$ cat config.mk
export PLATFORM = sky130hd
export DESIGN_NAME = rgb_pwm_fader
export DESIGN_NICKNAME = d
export VERILOG_FILES = /design/src/rtl/rgb_pwm_fader.sv
export SDC_FILE = /design/constraint.sdc
export NUM_CORES = 1
export LEC_CHECK = 0
export ABC_CLOCK_PERIOD_IN_PS = 5050
export BUFFER_PORTS_ARGS = -buffer_cell sky130_fd_sc_hd__buf_2
export CORE_ASPECT_RATIO = 0.7
export CORE_MARGIN = 8
export CORE_UTILIZATION = 65
export DETAILED_ROUTE_END_ITERATION = 10
export HOLD_SLACK_MARGIN = 0.15
export PLACE_DENSITY = 0.85
export RECOVER_POWER = 25
export REMOVE_ABC_BUFFERS = 1
export SYNTH_ARGS = -nofsm -noshare
export SYNTH_HDL_FRONTEND = slang
export SYNTH_SLANG_ARGS = --single-unit
$ cat constraint.sdc
create_clock -name clk -period 5.05 [get_ports clk]
set_input_delay 1.2625 -clock clk [delete_from_list [all_inputs] [get_ports clk]]
set_output_delay 1.2625 -clock clk [all_outputs]
set_load 0.005 [all_outputs]
$ cat src/rtl/rgb_pwm_fader.sv
// rgb_pwm_fader: one-hot-ish RGB PWM driver with a frame-synchronous fade engine.
// A free-running W-bit counter defines a 2^W-clock frame. Inputs are sampled and
// the level / duty / channel state only move on frame_tick, so frames are never
// truncated. Optional build macro RGB_PWM_GAMMA_EN squares the level before it
// becomes the duty cycle.
module rgb_pwm_fader #(
  parameter int PWM_WIDTH    = 8,
  parameter int NUM_CHANNELS = 4,
  parameter int FADE_STEP    = 32
) (
  input  logic                 clk,
  input  logic                 reset,
  input  logic [2:0]           curr_channel,
  input  logic [PWM_WIDTH-1:0] brightness,
  input  logic                 breathe,
  output logic                 led_r,
  output logic                 led_g,
  output logic                 led_b,
  output logic                 busy,
  output logic                 frame_tick
);

  localparam int W = PWM_WIDTH;
  localparam logic [W:0] STEP = (W+1)'(FADE_STEP);

  typedef enum logic [1:0] {RUN, FADE_OUT, FADE_IN} state_t;

  state_t       state, state_nxt;
  logic [W-1:0] cnt;
  logic [W-1:0] duty, duty_nxt;
  // One spare bit so level+STEP never wraps before saturation.
  logic [W:0]   level, level_nxt;
  logic         dir_up, dir_up_nxt;
  logic [2:0]   active_ch, active_ch_nxt;
  logic [2:0]   colour;

  logic [W:0]   bri_ext, up_raw, up_sat, dn_sat, dn_clamp;

  assign frame_tick = (cnt == '1) & ~reset;
  assign busy       = (state != RUN) & ~reset;

  // Saturating step arithmetic shared by all states. Any move clamps to
  // brightness, so lowering brightness below the level snaps down in one tick.
  always_comb begin
    bri_ext  = {1'b0, brightness};
    up_raw   = level + STEP;
    up_sat   = (up_raw > bri_ext) ? bri_ext : up_raw;
    dn_sat   = (level > STEP) ? (level - STEP) : '0;
    dn_clamp = (dn_sat > bri_ext) ? bri_ext : dn_sat;
  end

  // Free-running frame counter.
  always_ff @(posedge clk) begin
    if (reset) cnt <= '0;
    else       cnt <= cnt + 1'b1;
  end

  // Fade FSM and level update; everything holds between frame ticks.
  always_comb begin
    state_nxt     = state;
    level_nxt     = level;
    dir_up_nxt    = dir_up;
    active_ch_nxt = active_ch;
    if (frame_tick) begin
      case (state)
        RUN: begin
          if (curr_channel != active_ch) begin
            // Channel change wins over any level movement this tick.
            state_nxt = FADE_OUT;
          end else if (breathe && !dir_up) begin
            level_nxt = dn_clamp;
            if (dn_clamp == '0) dir_up_nxt = 1'b1;
          end else begin
            // Steady mode and breathing-up share the saturating climb.
            level_nxt = up_sat;
            if (breathe && up_sat == bri_ext) dir_up_nxt = 1'b0;
          end
        end
        FADE_OUT: begin
          if (level == '0) begin
            active_ch_nxt = curr_channel;
            state_nxt     = FADE_IN;
          end else begin
            level_nxt = dn_sat;
          end
        end
        FADE_IN: begin
          if (curr_channel != active_ch) begin
            state_nxt = FADE_OUT;
          end else begin
            level_nxt = up_sat;
            if (up_sat == bri_ext) begin
              state_nxt  = RUN;
              dir_up_nxt = 1'b0;
            end
          end
        end
        default: state_nxt = RUN;
      endcase
    end
  end

`ifdef RGB_PWM_GAMMA_EN
  // Square-law duty so perceived brightness tracks the level more evenly.
  logic [2*W-1:0] sq;
  always_comb begin
    sq       = level_nxt[W-1:0] * level_nxt[W-1:0];
    duty_nxt = W'(sq >> W);
  end
`else
  // Linear duty: the level is the duty cycle.
  always_comb duty_nxt = level_nxt[W-1:0];
`endif

  // State registers; duty only loads at the frame boundary.
  always_ff @(posedge clk) begin
    if (reset) begin
      state     <= RUN;
      level     <= '0;
      dir_up    <= 1'b1;
      active_ch <= '0;
      duty      <= '0;
    end else begin
      state     <= state_nxt;
      level     <= level_nxt;
      dir_up    <= dir_up_nxt;
      active_ch <= active_ch_nxt;
      if (frame_tick) duty <= duty_nxt;
    end
  end

  // Channel index to {r,g,b}; indices past NUM_CHANNELS are dark.
  always_comb begin
    colour = 3'b000;
    if ({29'b0, active_ch} < NUM_CHANNELS) begin
      case (active_ch)
        3'd0:    colour = 3'b100;
        3'd1:    colour = 3'b010;
        3'd2:    colour = 3'b001;
        3'd3:    colour = 3'b110;
        3'd4:    colour = 3'b011;
        3'd5:    colour = 3'b101;
        3'd6:    colour = 3'b111;
        default: colour = 3'b000;
      endcase
    end
  end

  // Registered PWM compare, one clock behind the counter.
  always_ff @(posedge clk) begin
    if (reset) begin
      led_r <= 1'b0;
      led_g <= 1'b0;
      led_b <= 1'b0;
    end else begin
      led_r <= colour[2] & (cnt < duty);
      led_g <= colour[1] & (cnt < duty);
      led_b <= colour[0] & (cnt < duty);
    end
  end

endmodule

==> metrics.md <==
| Metric | Value |
|---|---|
| Post-CTS sizing | `0` |
| Share of cells above drive strength 1 | `0.1140` |
| Synth area leaders | `dfxtp_1, ha_1, nor2_1, xor2_1, inv_1` |
| Highest Clock Rate | `approximately 250 MHz` |
| Post-synthesis cell type count | `64` |
| # IOs | `19` |
| Hold slack | `about 0.5 ns` |
| Root Driver | `clkbuf_8` |
| CP Class | `flop to flop` |
| RSZ-0062 raised after global routing | `false` |
| Routability cong. | `0.9976` |
| Die H | `69.39 um` |
| Setup_tns | `0 ns` |
| Core Region | `around 0.0039 mm^2` |
| Area of the mapped netlist | `between 0.002 and 0.003 mm^2` |
| Worst-Margin Slew | `1.271 ns` |
| Hpwl dp | `5056 um` |
| Setup crit start | `level[6]` |
| Crit path capture type | `flop` |
| Worst Slack Setup Final | `0.9959 ns` |
| Antenna fix cells | `0` |
| Initial antenna violation count | `0` |
| Synth warnings | `0` |
| Final Skew | `0.002876 ns` |
| Initial core utilization | `0.6746` |
| WP data required | `5.24 ns` |
| Hold Crit Class | `flop to flop` |
| Fin cells | `394` |
| CP max stage cell | `dfxtp_1` |
| First-pass iteration count of the detailed router | `5` |
| Clock-pin slew on the worst setup and hold paths | `0.07 ns` |
| Worst slack, placed | `1.155 ns` |
| Post-synth top cells | `nor2_1, dfxtp_1, ha_1, inv_1, nand2_1` |
| CTS Buf Count | `5` |
| Row count | `19` |
| Worst VDD drop | `156.5 uV` |
| # fillers | `320` |
| Number of enable flip-flop cells after synthesis | `0` |
| # DRC | `0` |
| Inst Count DP | `386` |
| Most common flop cell mapped by yosys | `dfxtp_1` |
| Chip width | `92.26 um` |
| Register area share after synthesis | `0.2572` |
| R2r startpoint | `level[6]` |
| Final Hold Vio Count | `0` |
| Number of global-route vias before repair | `2306` |
| Register bit count reported by yosys | `34` |
| Leak pwr | `1.194 nW` |
| Maximum number of pins on one net before global-route repair | `32` |
| P per Cell Area | `about 190 mW/mm^2` |
| Via-to-Cell Ratio | `6.368` |
| CTS tree | `yes` |
| Maxcap violations | `0` |
| Final setup viols | `0` |
| Total wire length | `between 6000 and 7000 um` |
| Htree depth | `2` |
| FF+latch area | `between 600 and 700 um^2` |
| Crit-path max FO | `10` |
| Port buffer count | `18` |
| Post-route antenna net violation count | `0` |
| Slowest cell delay on critical path | `between 0.6 and 0.7 ns` |
| Status | `completed` |
| Crit path DAT | `4.25 ns` |
| Design Power | `roughly 550 uW` |
| Final Slew Violations | `0` |
| CTS Hold Bufs | `0` |
| Area growth syn-to-layout | `7.140%` |
| Clk sinks | `34` |
| Syn Area/Cell | `8.068 um^2` |
| Critical Path Start Type | `flop` |
| Layout Nets | `381` |
| DR WL/cell | `17.30 um` |
| Worst slew margin | `0.1530` |
| Total track usage | `0.2145` |
| Synth top area share | `0.2572` |
| Multi-input logic area | `0.001797 mm^2` |
| Postcts setup bufs | `0` |
| Total die area | `~0.0064 mm^2` |
| Leading area contributor after synthesis | `dfxtp_1` |
| FFs w/ async S/R, synth | `0` |
| Post-synthesis cell count | `328` |
| Initial drt markers | `330` |
| Global-route wire length before repair | `11230 um` |
| Via count | `around 2500` |
| Period minus WS final | `between 4 and 5 ns` |
| Tcrit/Tclk final | `0.8028` |
| GRT overflow | `0` |
| Top-count cell post-synth | `nor2_1` |
| CTS Buffer Depth | `2` |
| Min-delay src | `duty[0]` |
| Worst path cell trace | `inv_1 -> ha_1 -> a31oi_1 -> nor2_4 -> nor2_1 -> ha_1 -> a211oi_2 -> o221ai_1 -> o21ai_0 -> nand2_2 -> o31ai_2 -> a21o_1 -> nand2_1 -> a311oi_1` |
| Clk_lat worst skew | `between 0.2 and 0.3 ns` |
| Most Frequent Cell on Critical Path | `ha_1` |
[cell type report]
cell class	count	share of cell area
clock buffer	7	0.03045
clock inverter	1	0.001765
inverter	25	0.03310
multi-input combinational	254	0.6337
sequential	34	0.2401
tap	52	0.02295
timing repair buffer	21	0.03795
[worst max-delay path: cells and delay by family (launching register included)]
family | cells | cell delay, ns
compound gates | 7 | 1.98
fa+ha+maj | 2 | 0.62
buf+inv | 1 | 0.09
flops | 1 | 0.63
simple gates | 4 | 0.63
[path summary, 6_finish.rpt]
path	to	slack, ns	cells after the start
max	level[1]	1.0	14
min	duty[0]	0.49	2
max reg2reg	level[1]	1.0	14
min reg2reg	duty[0]	0.49	2
[metrics by stage]
| stage | util | instance area, um^2 |
|---|---|---|
| after global routing | 0.7228 | 2835 |
| after detailed placement | 0.7008 | 2749 |
| after global placement | 0.7008 | 2749 |
| final | 0.7228 | 2835 |
| after CTS | 0.7241 | 2840 |
| after floorplan | - | 2571 |
[cells by family (layout without fill, tap and decap cells)]
family / after synthesis / after routing / share of synthesized area
compound gates: 86 / 86 / 0.2492
xor+xnor: 20 / 20 / 0.06619
fa+ha+maj: 26 / 26 / 0.1229
buf+inv: 40 / 54 / 0.06383
flops: 34 / 34 / 0.2572
mux: 2 / 2 / 0.007565
simple gates: 120 / 120 / 0.2331
[per-layer routing]
metal | part of all wire | track usage
met2 | 0.41 | 0.2991
met1 | 0.48 | 0.3142
met3 | 0.096 | 0.05622
met4 | 0.013 | 0.04982
met5 | 0 | 0
[placed cells by master, fill, tap and decap left out, types with 3 or more instances in the layout]
cell type  netlist  final
a21o_1           9      9
a21oi_1         12     12
a22oi_1          3      3
a311oi_1         3      3
a31oi_1          8      8
a32o_1           3      3
and2_1           4      4
and3_1           4      4
buf_2            6     17
clkbuf_1         7      3
clkbuf_8         0      6
dfxtp_1         34     34
ha_1            26     26
inv_1           25     25
nand2_1         18     18
nand2b_1         3      3
nand3_1         11     11
nand3b_1         5      5
nand4_1          4      4
nor2_1          36     36
nor2b_1          7      7
nor3_1           8      8
nor4_1           5      5
o21ai_0         11     11
o21ai_1          5      5
or3_1            7      7
xnor2_1          5      5
xor2_1          15     15
[registers in the layout (all words and copies together) (netlist names)]
| signal | cells |
|---|---|
| active_ch | 3 |
| cnt | 8 |
| led_r | 1 |
| led_g | 1 |
| level | 9 |
| dir_up | 1 |
| led_b | 1 |
| state | 2 |
| duty | 8 |
[power breakdown]
group	switching (mW)	leakage, nW	internal (mW)
logic	0.0342	0.871	0.0241
clock network	0.103	0.0482	0.110
registers	0.00286	0.275	0.271
total	0.140	1.19	0.405
Power figures use the tool's default switching activity.
